### src/rtl/alsu_seq_pkg.sv
// alsu_seq_pkg: command word layout and sequencer state encoding shared by the ALSU command sequencer files
package alsu_seq_pkg;
  localparam int CMD_W = 16;
  localparam int A_LSB = 13;
  localparam int A_W = 3;
  localparam int B_LSB = 10;
  localparam int B_W = 3;
  localparam int OP_LSB = 7;
  localparam int OP_W = 3;
  localparam int CIN_BIT = 6;
  localparam int SIN_BIT = 5;
  localparam int DIR_BIT = 4;
  localparam int RED_A_BIT = 3;
  localparam int RED_B_BIT = 2;
  localparam int BYP_A_BIT = 1;
  localparam int BYP_B_BIT = 0;
  typedef logic [CMD_W-1:0] cmd_t;
  typedef enum logic [1:0] {IDLE, WAIT, DWELL} seq_state_t;
endpackage

### src/rtl/alsu_cmd_sequencer_if.sv
// alsu_cmd_sequencer_if: switch front end, ALSU and display-side signals of the command sequencer
interface alsu_cmd_sequencer_if import alsu_seq_pkg::*; #(parameter int DEPTH = 4) ();
  logic push;
  cmd_t sw_cmd;
  logic run;
  logic flush;
  cmd_t alsu_cmd;
  logic [5:0] alsu_out;
  logic [15:0] alsu_leds;
  logic [5:0] result;
  logic result_valid;
  logic invalid;
  logic [$clog2(DEPTH):0] count;
  logic empty;
  logic full;
  logic overflow;
  logic busy;
  modport slave (
    input push, sw_cmd, run, flush, alsu_out, alsu_leds,
    output alsu_cmd, result, result_valid, invalid, count, empty, full, overflow, busy
  );
  modport master (
    output push, sw_cmd, run, flush, alsu_out, alsu_leds,
    input alsu_cmd, result, result_valid, invalid, count, empty, full, overflow, busy
  );
endinterface

### src/rtl/alsu_cmd_fifo.sv
// alsu_cmd_fifo: command queue with head-relative peek, occupancy, full/empty and sticky overflow
module alsu_cmd_fifo import alsu_seq_pkg::*; #(
  parameter int DEPTH = 4
) (
  input logic clock_100Mhz,
  input logic reset,
  input logic push,
  input logic pop,
  input logic flush,
  input cmd_t din,
  input logic [$clog2(DEPTH)-1:0] peek,
  output cmd_t dout,
  output logic [$clog2(DEPTH):0] count,
  output logic empty,
  output logic full,
  output logic overflow
);
  localparam int PW = $clog2(DEPTH);
  cmd_t mem [DEPTH];
  logic [PW-1:0] rd_ptr, wr_ptr;
  logic rd, wr;
  assign empty = count == '0;
  assign full = count == (PW+1)'(DEPTH);
  assign rd = pop && !empty && !flush;
  assign wr = push && (!full || rd) && !flush;
  assign dout = mem[rd_ptr + peek];
  always_ff @(posedge clock_100Mhz) begin
    if (!reset) begin
      rd_ptr <= '0;
      wr_ptr <= '0;
      count <= '0;
      overflow <= 1'b0;
    end else begin
      rd_ptr <= flush ? '0 : rd ? rd_ptr + PW'(1) : rd_ptr;
      wr_ptr <= flush ? '0 : wr ? wr_ptr + PW'(1) : wr_ptr;
      count <= flush ? '0 : count + (PW+1)'(wr) - (PW+1)'(rd);
      overflow <= overflow || (push && full && !rd && !flush);
    end
  end
  always_ff @(posedge clock_100Mhz) begin
    if (wr) mem[wr_ptr] <= din;
  end
endmodule

### src/rtl/alsu_cmd_sequencer.sv
// alsu_cmd_sequencer: issues queued ALSU commands one at a time, waits out the ALSU latency and holds each result for a dwell period (define ALSU_SEQ_LOOP_EN for endless replay)
module alsu_cmd_sequencer import alsu_seq_pkg::*; #(
  parameter int DEPTH = 4,
  parameter int ALSU_LATENCY = 2,
  parameter int DWELL_CYCLES = 100_000_000
) (
  input logic clock_100Mhz,
  input logic reset,
  alsu_cmd_sequencer_if.slave bus
);
  localparam int PW = $clog2(DEPTH);
  localparam int CNT_W = $clog2((DWELL_CYCLES > ALSU_LATENCY ? DWELL_CYCLES : ALSU_LATENCY) + 1);
  seq_state_t state, state_n;
  logic [CNT_W-1:0] cnt, cnt_n;
  logic issue, capture, avail, pop;
  logic [PW-1:0] peek;
  cmd_t head;
  alsu_cmd_fifo #(.DEPTH(DEPTH)) u_fifo (
    .clock_100Mhz,
    .reset,
    .push(bus.push),
    .pop,
    .flush(bus.flush),
    .din(bus.sw_cmd),
    .peek,
    .dout(head),
    .count(bus.count),
    .empty(bus.empty),
    .full(bus.full),
    .overflow(bus.overflow)
  );
  always_comb begin
    state_n = state;
    cnt_n = cnt;
    issue = 1'b0;
    capture = 1'b0;
    unique case (state)
      IDLE: begin
        issue = bus.run && avail;
        state_n = issue ? WAIT : IDLE;
        cnt_n = issue ? CNT_W'(ALSU_LATENCY - 1) : cnt;
      end
      WAIT: begin
        capture = cnt == '0;
        state_n = capture ? DWELL : WAIT;
        cnt_n = capture ? CNT_W'(DWELL_CYCLES - 1) : cnt - CNT_W'(1);
      end
      DWELL: begin
        state_n = cnt == '0 ? IDLE : DWELL;
        cnt_n = cnt - CNT_W'(1);
      end
      default: state_n = IDLE;
    endcase
    if (bus.flush) begin
      state_n = IDLE;
      issue = 1'b0;
      capture = 1'b0;
    end
  end
  always_ff @(posedge clock_100Mhz) begin
    if (!reset) begin
      state <= IDLE;
      cnt <= '0;
      avail <= 1'b0;
      bus.alsu_cmd <= '0;
      bus.result <= '0;
      bus.invalid <= 1'b0;
    end else begin
      state <= state_n;
      cnt <= cnt_n;
      avail <= !bus.empty && !bus.flush;
      if (issue) bus.alsu_cmd <= head;
      if (capture) bus.result <= bus.alsu_out;
      if (capture) bus.invalid <= |bus.alsu_leds;
    end
  end
  assign bus.result_valid = state == DWELL;
  assign bus.busy = state != IDLE;
`ifdef ALSU_SEQ_LOOP_EN
  logic [PW-1:0] pidx;
  always_ff @(posedge clock_100Mhz) begin
    if (!reset || bus.flush) pidx <= '0;
    else if (issue) pidx <= (PW+1)'(pidx) + (PW+1)'(1) >= bus.count ? '0 : pidx + PW'(1);
  end
  assign pop = 1'b0;
  assign peek = pidx;
`else
  assign pop = issue;
  assign peek = '0;
`endif
endmodule
### src/flat_wrapper.sv
// flat-port wrapper written by rule: the top's interface ports become plain ports
module alsu_cmd_sequencer_flat import alsu_seq_pkg::*;
#(
  parameter int DEPTH = 4,
  parameter int ALSU_LATENCY = 2,
  parameter int DWELL_CYCLES = 100_000_000
)
  (clock_100Mhz, reset, bus_push, bus_sw_cmd, bus_run, bus_flush, bus_alsu_out, bus_alsu_leds, bus_alsu_cmd, bus_result, bus_result_valid, bus_invalid, bus_count, bus_empty, bus_full, bus_overflow, bus_busy);
  alsu_cmd_sequencer_if #(.DEPTH(DEPTH)) bus_i ();
  input logic clock_100Mhz;
  input logic reset;
  input wire logic [$bits(bus_i.push)-1:0] bus_push;
  input wire logic [$bits(bus_i.sw_cmd)-1:0] bus_sw_cmd;
  input wire logic [$bits(bus_i.run)-1:0] bus_run;
  input wire logic [$bits(bus_i.flush)-1:0] bus_flush;
  input wire logic [$bits(bus_i.alsu_out)-1:0] bus_alsu_out;
  input wire logic [$bits(bus_i.alsu_leds)-1:0] bus_alsu_leds;
  output wire logic [$bits(bus_i.alsu_cmd)-1:0] bus_alsu_cmd;
  output wire logic [$bits(bus_i.result)-1:0] bus_result;
  output wire logic [$bits(bus_i.result_valid)-1:0] bus_result_valid;
  output wire logic [$bits(bus_i.invalid)-1:0] bus_invalid;
  output wire logic [$bits(bus_i.count)-1:0] bus_count;
  output wire logic [$bits(bus_i.empty)-1:0] bus_empty;
  output wire logic [$bits(bus_i.full)-1:0] bus_full;
  output wire logic [$bits(bus_i.overflow)-1:0] bus_overflow;
  output wire logic [$bits(bus_i.busy)-1:0] bus_busy;
  assign bus_i.push = bus_push;
  assign bus_i.sw_cmd = bus_sw_cmd;
  assign bus_i.run = bus_run;
  assign bus_i.flush = bus_flush;
  assign bus_i.alsu_out = bus_alsu_out;
  assign bus_i.alsu_leds = bus_alsu_leds;
  assign bus_alsu_cmd = bus_i.alsu_cmd;
  assign bus_result = bus_i.result;
  assign bus_result_valid = bus_i.result_valid;
  assign bus_invalid = bus_i.invalid;
  assign bus_count = bus_i.count;
  assign bus_empty = bus_i.empty;
  assign bus_full = bus_i.full;
  assign bus_overflow = bus_i.overflow;
  assign bus_busy = bus_i.busy;
  alsu_cmd_sequencer #(.DEPTH(DEPTH), .ALSU_LATENCY(ALSU_LATENCY), .DWELL_CYCLES(DWELL_CYCLES)) u_core (.clock_100Mhz(clock_100Mhz), .reset(reset), .bus(bus_i));
endmodule
### config.mk
export PLATFORM = sky130hd
export DESIGN_NAME = alsu_cmd_sequencer_flat
export DESIGN_NICKNAME = d
export VERILOG_FILES = /design/src/rtl/alsu_seq_pkg.sv /design/src/rtl/alsu_cmd_sequencer_if.sv /design/src/rtl/alsu_cmd_fifo.sv /design/src/rtl/alsu_cmd_sequencer.sv /design/src/flat_wrapper.sv
export SDC_FILE = /design/constraint.sdc
export NUM_CORES = 1
export LEC_CHECK = 0
export BUFFER_PORTS_ARGS = -buffer_cell sky130_fd_sc_hd__buf_2
export CORE_MARGIN = 8
export CORE_UTILIZATION = 55
export CTS_CLUSTER_SIZE = 30
export DETAILED_ROUTE_END_ITERATION = 16
export GPL_ROUTABILITY_DRIVEN = 0
export PLACE_DENSITY_LB_ADDON = 0.12
export SLEW_MARGIN = 20
export SYNTH_ARGS = -nofsm -noshare
export SYNTH_HDL_FRONTEND = slang
export SYNTH_HIERARCHICAL = 1
export SYNTH_SLANG_ARGS = --single-unit
### constraint.sdc
create_clock -name clock_100Mhz -period 5.9 [get_ports clock_100Mhz]
set_input_delay 0.295 -clock clock_100Mhz [delete_from_list [all_inputs] [get_ports clock_100Mhz]]
set_output_delay 0.295 -clock clock_100Mhz [all_outputs]
set_load 0.005 [all_outputs]
# After elaboration in Yosys (flattened, before gate mapping)
# Memories as Yosys holds them, arrays and structs flattened. A register that Yosys moved wholly into a read port is not among the register bits.
# Index checks and enable logic that the tools add are counted.
# totals
regBits	45
mem_bits_rw	64
wordCells	57
mem_count	1
# memory_table
name	words	word_bits	rd	rd_ports_with_merged_regs	wr	line_no	source
u_core.u_fifo.mem	4	16	1	1	1	alsu_cmd_fifo.sv:19	cmd_t mem [DEPTH];
# op_classes
add_sub_neg	5
eq_ne	4
mux	13
bitwise_logic	1
n_reduce_logical	24
# ops
cell	count
27-bit one-hot mux with 3 select lines	1
27-bit two-way mux	2
27-bit logical NOT	1
27-bit by 1-bit subtractor with 27-bit output, second input constant	1
16-bit OR reduction	1
1-bit logical AND	9
1-bit two-way mux	7
2-bit one-hot mux with 3 select lines	1
1-bit logical NOT	5
2-bit by 1-bit adder with 2-bit output, second input constant	2
2-bit two-way mux	2
3-bit by 1-bit adder with 3-bit output	1
3-bit == test, second input constant	1
3-bit logical NOT	1
3-bit nonzero test	1
3-bit by 1-bit subtractor with 3-bit output	1
2-bit by 1-bit == test with 1-bit output, second input constant	1
2-bit == test, second input constant	1
2-bit logical NOT	1
1-bit logical OR	2
2-bit by 1-bit != test with 1-bit output, second input constant	1
2-bit AND reduction	1
2-bit nonzero test	1
2-bit OR reduction	1
1-bit NOT	1

# Logic depth before layout (Yosys ltp)
# Gate-level depths: netlist of run 1.
# depth
depth_word	10
depth_mapped	18

# By module
# Netlist of run 1, hierarchy kept.
# modules_own_cells
module	n_inst	cells_per_inst	area_per_inst_um2	seq_area_each_um2
alsu_cmd_fifo	1	143	2885.3	2082.0
alsu_cmd_sequencer	1	315	2586.2	1061.0

# Least setup slack after synthesis of run 1
# OpenSTA, ideal clock, no wires.
# synth_timing
kind	reg2reg
from	register u_core.state[0]
to	register u_core.u_fifo.count[2]
setup_time_ns	0.078
arrival_time_ns	3.160
slack_ns	2.662
stages_incl_launch_ff	19
period_less_slack_ns	3.238
path_cell_list	dfxtp_1 -> inv_1 -> ha_1 -> nand3_1 -> or2_2 -> clkbuf_1 -> clkinv_1 -> buf_1 -> nor4b_1 -> nor2_1 -> inv_1 -> ha_1 -> inv_1 -> ha_1 -> inv_1 -> fa_1 -> xor2_1 -> and2_1 -> nor3_1
# synth_between
elab_chain_len	10
# synth_rtl
item	line_no	source
start: declaration	alsu_cmd_sequencer.sv:13	seq_state_t state, state_n;
start signal: assignment	alsu_cmd_sequencer.sv:69	state <= state_n;
2-bit logical NOT *	alsu_cmd_sequencer.sv:37	unique case (state)
1-bit two-way mux *	alsu_cmd_sequencer.sv:37	
1-bit two-way mux *	alsu_cmd_sequencer.sv:54	if (bus.flush) begin
net u_core.issue	alsu_cmd_sequencer.sv:15	logic issue, capture, avail, pop;
1-bit logical AND * (2 in series)	alsu_cmd_fifo.sv:24	assign rd = pop && !empty && !flush;
1-bit logical OR	alsu_cmd_fifo.sv:25	assign wr = push && (!full || rd) && !flush;
1-bit logical AND (2 in series)	alsu_cmd_fifo.sv:25	
3-bit by 1-bit adder with 3-bit output	alsu_cmd_fifo.sv:36	count <= flush ? '0 : count + (PW+1)'(wr) - (PW+1)'(rd);
3-bit by 1-bit subtractor with 3-bit output *	alsu_cmd_fifo.sv:36	
end signal: assignment	alsu_cmd_fifo.sv:36	
end: declaration	alsu_cmd_fifo.sv:13	output logic [$clog2(DEPTH):0] count,
# The timed path passes the listed nets; every way through them passes the cells marked *.
# A chain may end at the register's enable or synchronous reset.

# Final worst setup path of run 1
# layout_timing
from	register u_core.state[0]
to	register u_core.u_fifo.count[2]
# layout_between
elab_chain_len	10
# layout_rtl
item	line_no
2-bit logical NOT *	alsu_cmd_sequencer.sv:37
1-bit two-way mux *	alsu_cmd_sequencer.sv:37
1-bit two-way mux *	alsu_cmd_sequencer.sv:54
1-bit logical AND * (2 in series)	alsu_cmd_fifo.sv:24
1-bit logical OR	alsu_cmd_fifo.sv:25
1-bit logical AND (2 in series)	alsu_cmd_fifo.sv:25
3-bit by 1-bit adder with 3-bit output	alsu_cmd_fifo.sv:36
3-bit by 1-bit subtractor with 3-bit output *	alsu_cmd_fifo.sv:36
# Mark *: on every way between the ends. The rest lies on a longest branch, timed or not.

==> run_results.csv, run 1 <==
group,metric,value,unit
synth,syn_inst,458,
die,fp.coreArea,9729,um2
synth,ys_types,60,
route,drt_iter0_markers,281,
timing,final-setup-viol-count,0,
grt,grt_antenna_before_repair,0,
synth,ys_seq_area_frac,0.5744,
grt,grtUsageMet1,0.2160,
synth,synthFlopType,"edfxtp_1",
timing,timing.setup.tns,0,ns
grt,grt_pass1_vias,3970,
final_layout,n_antenna_cell,0,
final_layout,design_area,6691,um2
place,dpl_cell_area,5936,um2
synth,synth_area_leaders,"edfxtp_1 35%, dfxtp_1 22%, mux4_1 7.7%, a21oi_1 3.8%, nand2_1 3.3%",
die,fp.dieW,115.7,um
critical_path,critPathMaxFanout,20,
power,powerDensity,299.9,nW/um2
synth,synthTopCellsByCount,"64 x edfxtp_1, 61 x dfxtp_1, 48 x nand2_1, 42 x a21oi_1, 23 x o21ai_0",
grt,grt_pass1_wl,19380,um
critical_path,crit_family,"simple AND/OR/NAND/NOR gates",
critical_path,path_buf_inv,5,
power,peakVddDrop,265.9,uV
timing,period_minus_slack,3.816,ns
hold_path,hold_class,"in -> reg",
timing,rsz0062_at_grt,"no",
flow_run,maxCapViolCount,0,
die,dieHeight,115.7,um
grt,met2_usage,0.3221,
timing,hold_violations,0,
die,start_util,0.5624,
critical_path,path_cells,"inv_1 -> ha_1 -> nand3_1 -> or2_2 -> clkinv_1 -> nor4b_1 -> nor2_1 -> inv_1 -> ha_1 -> inv_1 -> ha_1 -> inv_1 -> fa_1 -> xor2_1 -> and2_1 -> nor3_1",
timing,post-route-period-util,0.6468,
critical_path,cpPeakStageDelay,0.64,ns
grt,grt_max_degree,30,
route,drtPass1Iterations,5,
grt,grt_usage,0.1883,
final_layout,layout.nets,611,
grt,use_met3,0.05993,
synth,yosys_register_bits,125,
critical_path,endpoint_kind,"flop",
timing,skew,0.01289,ns
timing,max-slew-margin-rel,0.2939,
place,hpwl,7859,um
grt,gr-max-usage-layer,"met2",
critical_path,worstPathArrival,4.26,ns
route,wl,11880,um
clock_network,cts_buffer_depth,2,
power,p_leak,2.581,nW
clock_network,clk_pin_slew,0.06,ns
synth,synth_most_common_cell,"edfxtp_1",
final_layout,finalCoreUtilization,0.6878,
route,final_antenna_net_count,0,
timing,max_freq,262.1,MHz
die,fp-row-count,36,
route,via_per_inst,5.629,
synth,synthArstFlopShare,0,
final_layout,drive_above_1_share,0.2205,
clock_network,insertion_delay,0.52,ns
critical_path,crit_type,"reg -> reg",
critical_path,critPathLaunchType,"flop",
power,p_total,2.007,mW
synth,synth_edf_count,64,
clock_network,cts_sinks,125,
synth,yosysWarnings,6,
critical_path,slowest_stage,"nor4b_1",
final_layout,fillers,725,
clock_network,clock-root-buffer,"clkbuf_8",
route,route.detailed.drc,0,
outcome,status,"finished, final reports clean",
route,avgRoutedWirePerCell,16.97,um
critical_path,crit_required,6.34,ns
synth,synth_top_cell_area_share,0.3512,
place,portBuffers,73,
route,vias,3940,
grt,gr-total-overflow,0,
die,io_pins,74,
clock_network,tritoncts,"built",
timing,worst_pin_slew,1.051,ns
timing,slew_viol_final,0,
synth,synth_area_leader_cell,"edfxtp_1",
synth,avgSynthCellArea,11.95,um2
clock_network,h-tree-depth,4,
critical_path,crit_top_cell,"inv_1",
clock_network,cts_made_buffers,17,
die,dieArea,13400,um2
final_layout,syn_to_final_growth,22.30,%
synth,synth_area,5471,um2
## repair_timing
item                                   in CTS  in global routing
gates resized for setup                     0                  0
setup endpoints to repair                   0                  0
hold buffers                               18                  0
endpoints found under the hold margin      66                  0
setup buffers                               0                  0
## worst reg2reg max path: cells and delay by family, from the launching register on
| kind | cells | cell delay [ns] |
|---|---|---|
| flops | 1 | 0.36 |
| simple gates | 6 | 1.46 |
| xor+xnor | 1 | 0.16 |
| buf+inv | 5 | 0.81 |
| fa+ha+maj | 4 | 0.97 |
## flip-flops by register name (all words and copies together) (netlist names)
register                cells
u_core/avail                1
u_core/bus.alsu_cmd        16
u_core/bus.invalid          1
u_core/bus.result           6
u_core/cnt                 27
u_core/state                2
u_core/u_fifo/count         3
u_core/u_fifo/mem          64
u_core/u_fifo/overflow      1
u_core/u_fifo/rd_ptr        2
u_core/u_fifo/wr_ptr        2
## final timing paths
check | to | from | cells past startpoint | slack (ns)
worst max-delay path | u_core/u_fifo/count[2] | u_core/state[0] | 16 | 2.08
worst min-delay path | u_core/bus.result[5] | bus_alsu_out[5] | 3 | 0.04
worst max register to register | u_core/u_fifo/count[2] | u_core/state[0] | 16 | 2.08
worst min register to register | u_core/bus.alsu_cmd[3] | u_core/bus.alsu_cmd[3] | 2 | 0.47
## logic make-up (layout without fill, tap and decap cells)
group	Yosys count	count (layout)	share of synthesized area
flops	125	125	0.5744
xor+xnor	9	9	0.01578
buf+inv	37	145	0.03018
simple gates	153	153	0.1521
fa+ha+maj	14	14	0.03339
compound gates	103	103	0.1166
mux	16	16	0.07683
other cells	1	2	0.0006854
## per-stage QoR
stage	worst slack (ns)	cells	hold slack, ns
after floorplan	2.662	459	0.3939
after global placement	2.385	650	0.4493
after detailed placement	2.114	650	0.4543
after CTS	2.096	700	0.003056
after global routing	1.685	700	0.02393
final	2.084	700	0.03963
## placed cells by master, fill, tap and decap left out, types with 3 or more instances in the layout
cell type      instances
nand3_1                9
buf_4                  3
dlygate4sd3_1         18
a31oi_1                4
a21oi_1               42
inv_1                 18
nor4_1                 9
buf_2                 73
dfxtp_1               61
xnor2_1                6
nand2b_1               5
o221a_2                3
nor3b_1                3
clkbuf_8               3
o41ai_1                3
nor2_1                22
nand2_1               48
or4_1                  3
o21ai_0               23
o21a_1                 3
clkinvlp_4             5
nor3_1                19
and3_1                 5
ha_1                  13
mux4_1                16
nand4_1                4
o31ai_1                5
edfxtp_1              64
or3_1                  5
clkbuf_1               3
clkbuf_16             16
a22o_1                 5
## power breakdown
group / leakage, nW / switching [mW] / total [mW] / internal, mW
registers: 1.07 / 0.00389 / 0.926 / 0.922
logic: 1.24 / 0.0507 / 0.0961 / 0.0454
clock network: 0.263 / 0.364 / 0.985 / 0.621
## per-layer routing
layer	vias up	part of all wire	routed length, um
met3	12	0.056	671
met2	106	0.50	5941
met1	1889	0.43	5101
met4	0	0.014	163
met5	-	0	0
li1	1933	-	-
## area by class of cell
class,instances,area (um2),share of cell area
clock buffers,22,452.9,0.06769
well taps,133,166.4,0.02487
multi-input cells,297,2173,0.3248
flip-flops and latches,125,3143,0.4697
repair buffers,94,568.0,0.08489
clock inverters,10,116.4,0.01739
inverters,19,71.32,0.01066
Note: power is estimated with default switching activity, not from simulation.
==> run 2, diff against run 1 <==
==> constraint.sdc (replaced) <==
create_clock -name clock_100Mhz -period 3.54 [get_ports clock_100Mhz]
set_input_delay 0.177 -clock clock_100Mhz [delete_from_list [all_inputs] [get_ports clock_100Mhz]]
set_output_delay 0.177 -clock clock_100Mhz [all_outputs]
set_load 0.005 [all_outputs]
==> run_results.csv, run 2 (synthesis gave the netlist of run 1 again) <==
group,metric,value,unit
grt,gr-total-overflow,0,
final_layout,layout_common_cells,"73 x buf_2, 64 x edfxtp_1, 61 x dfxtp_1",
critical_path,critPathLaunch,"u_core/state[1]",
place,portBuffers,73,
critical_path,crit_path_end,"u_core/u_fifo/count[2]",
die,start_util,0.5624,
critical_path,r2r_start,"u_core/state[1]",
place,dpl.cell_count,653,
power,powerDensity,493.2,nW/um2
die,fp.coreArea,9729,um2
critical_path,endpoint_kind,"flop",
clock_network,h-tree-depth,4,
final_layout,largest_reg_flops,64,
die,fp-row-count,36,
final_layout,multi_input_area,2167,um2
critical_path,worstPathArrival,3.70,ns
final_layout,layout.area.seq,3143,um2
clock_network,clock-root-buffer,"clkbuf_8",
critical_path,crit_required,3.98,ns
final_layout,fin_cells,708,
die,io_pins,74,
critical_path,rr_worst_depth,16,
clock_network,tritoncts,"built",
clock_network,clk_pin_slew,0.06,ns
clock_network,insertion_delay,0.52,ns
clock_network,cts_sinks,125,
power,p_total,3.324,mW
final_layout,fillers,742,
die,dieArea,13400,um2
die,fp.dieW,115.7,um
timing,skew,0.006911,ns
route,avgRoutedWirePerCell,17.21,um
critical_path,r2r_end,"u_core/u_fifo/count[2]",
timing,slew_viol_final,0,
outcome,status,"finished, final reports clean",
place,hpwl,7780,um
critical_path,critPathMaxFanout,17,
timing,hold_violations,0,
timing,max-slew-margin-rel,0.3832,
final_layout,regMostFlops,"u_core/u_fifo/mem",
grt,grt_pass1_wl,19700,um
critical_path,crit_type,"reg -> reg",
flow_run,maxCapViolCount,0,
final_layout,mostFrequentLayoutCell,"buf_2",
route,wl,12180,um
hold_path,hold_class,"in -> reg",
timing,post-route-period-util,0.9215,
grt,grt_max_degree,30,
final_layout,n_antenna_cell,0,
final_layout,syn_to_final_growth,23.16,%
die,dieHeight,115.7,um
route,drt_iter0_markers,251,
timing,whs,0.02296,ns
final_layout,layout.nets,619,
critical_path,reg2reg_slack,0.28,ns
power,peakVddDrop,659.6,uV
grt,grt_antenna_before_repair,0,
grt,grt_pass1_vias,4082,
power,p_leak,2.619,nW
timing,rsz0062_at_grt,"no",
timing,max_freq,306.6,MHz
route,drtPass1Iterations,5,
timing,final-setup-viol-count,0,
final_layout,drive_above_1_share,0.2226,
timing,period_minus_slack,3.262,ns
route,via_per_inst,5.647,
route,route.detailed.drc,0,
route,final_antenna_net_count,0,
timing,timing.setup.tns,0,ns
critical_path,critPathLaunchType,"flop",
clock_network,cts_made_buffers,17,
final_layout,reg.largest.list,"u_core/u_fifo/mem (64), u_core/cnt (27), u_core/bus.alsu_cmd (16)",
grt,grt_usage,0.1910,
clock_network,cts_buffer_depth,2,
timing,worst_pin_slew,0.9206,ns
route,vias,3998,
==> run 2: critical path: stages, from the launching register on <==
cell	delay, ns
dfxtp_1	0.36
inv_1	0.08
ha_1	0.22
nand3_1	0.11
or2_2	0.37
clkinv_1	0.16
nor4b_1	0.46
nor2_1	0.07
inv_1	0.07
ha_1	0.22
inv_1	0.06
ha_1	0.13
inv_1	0.05
fa_1	0.38
xor2_1	0.16
and2_1	0.17
nor3_1	0.13
==> run 2: report_power, final <==
group          internal (mW)  switching (mW)  total, mW  leakage, nW
Clock                  0.944           0.674       1.62        0.265
Sequential              1.54         0.00625       1.54         1.07
Combinational         0.0794          0.0846      0.164         1.28
==> run 2: repair_timing <==
item	4_1_cts	5_1_grt
hold buffers	23	0
endpoints found under the setup margin	0	0
gates resized for setup	0	0
hold endpoints to repair	71	0
setup buffers	0	0
==> run 2: layout make-up <==
class | count | share of cell area
clock inverters | 14 | 0.01968
well taps | 133 | 0.02469
flip-flops and latches | 125 | 0.4664
multi-input cells | 297 | 0.3216
clock buffers | 18 | 0.06201
repair buffers | 102 | 0.09506
inverters | 19 | 0.01058
==> run 2: worst min-delay path by stage <==
stage | cells past startpoint | start | end
after global placement | 1 | bus_sw_cmd[5] | u_core/u_fifo/mem[2][5]
after global routing | 2 | reset | u_core/cnt[8]
final | 5 | bus_alsu_leds[11] | u_core/bus.invalid
after CTS | 5 | bus_alsu_leds[9] | u_core/bus.invalid
after detailed placement | 1 | bus_sw_cmd[7] | u_core/u_fifo/mem[2][7]
after floorplan | 0 | bus_sw_cmd[0] | u_core/u_fifo/mem[0][0]
==> run 2: stage by stage <==
step | worst slack [ns] | util | cell area [um2]
floorplan | 0.3019 | - | 5475
global placement | 0.4589 | 0.6124 | 5958
detailed placement | 0.3088 | 0.6124 | 5958
CTS | 0.2906 | 0.6926 | 6739
global route | 0.06368 | 0.6926 | 6739
finish | 0.2780 | 0.6926 | 6739
==> run 2: layer usage <==
metal	wire length [um]	vias up	GRT usage	share of wire
li1	-	1948	-	-
met1	5026	1932	0.2070	0.41
met2	6255	104	0.3372	0.51
met3	694	14	0.05836	0.057
met4	206	0	0.08557	0.017
met5	0	-	0	0
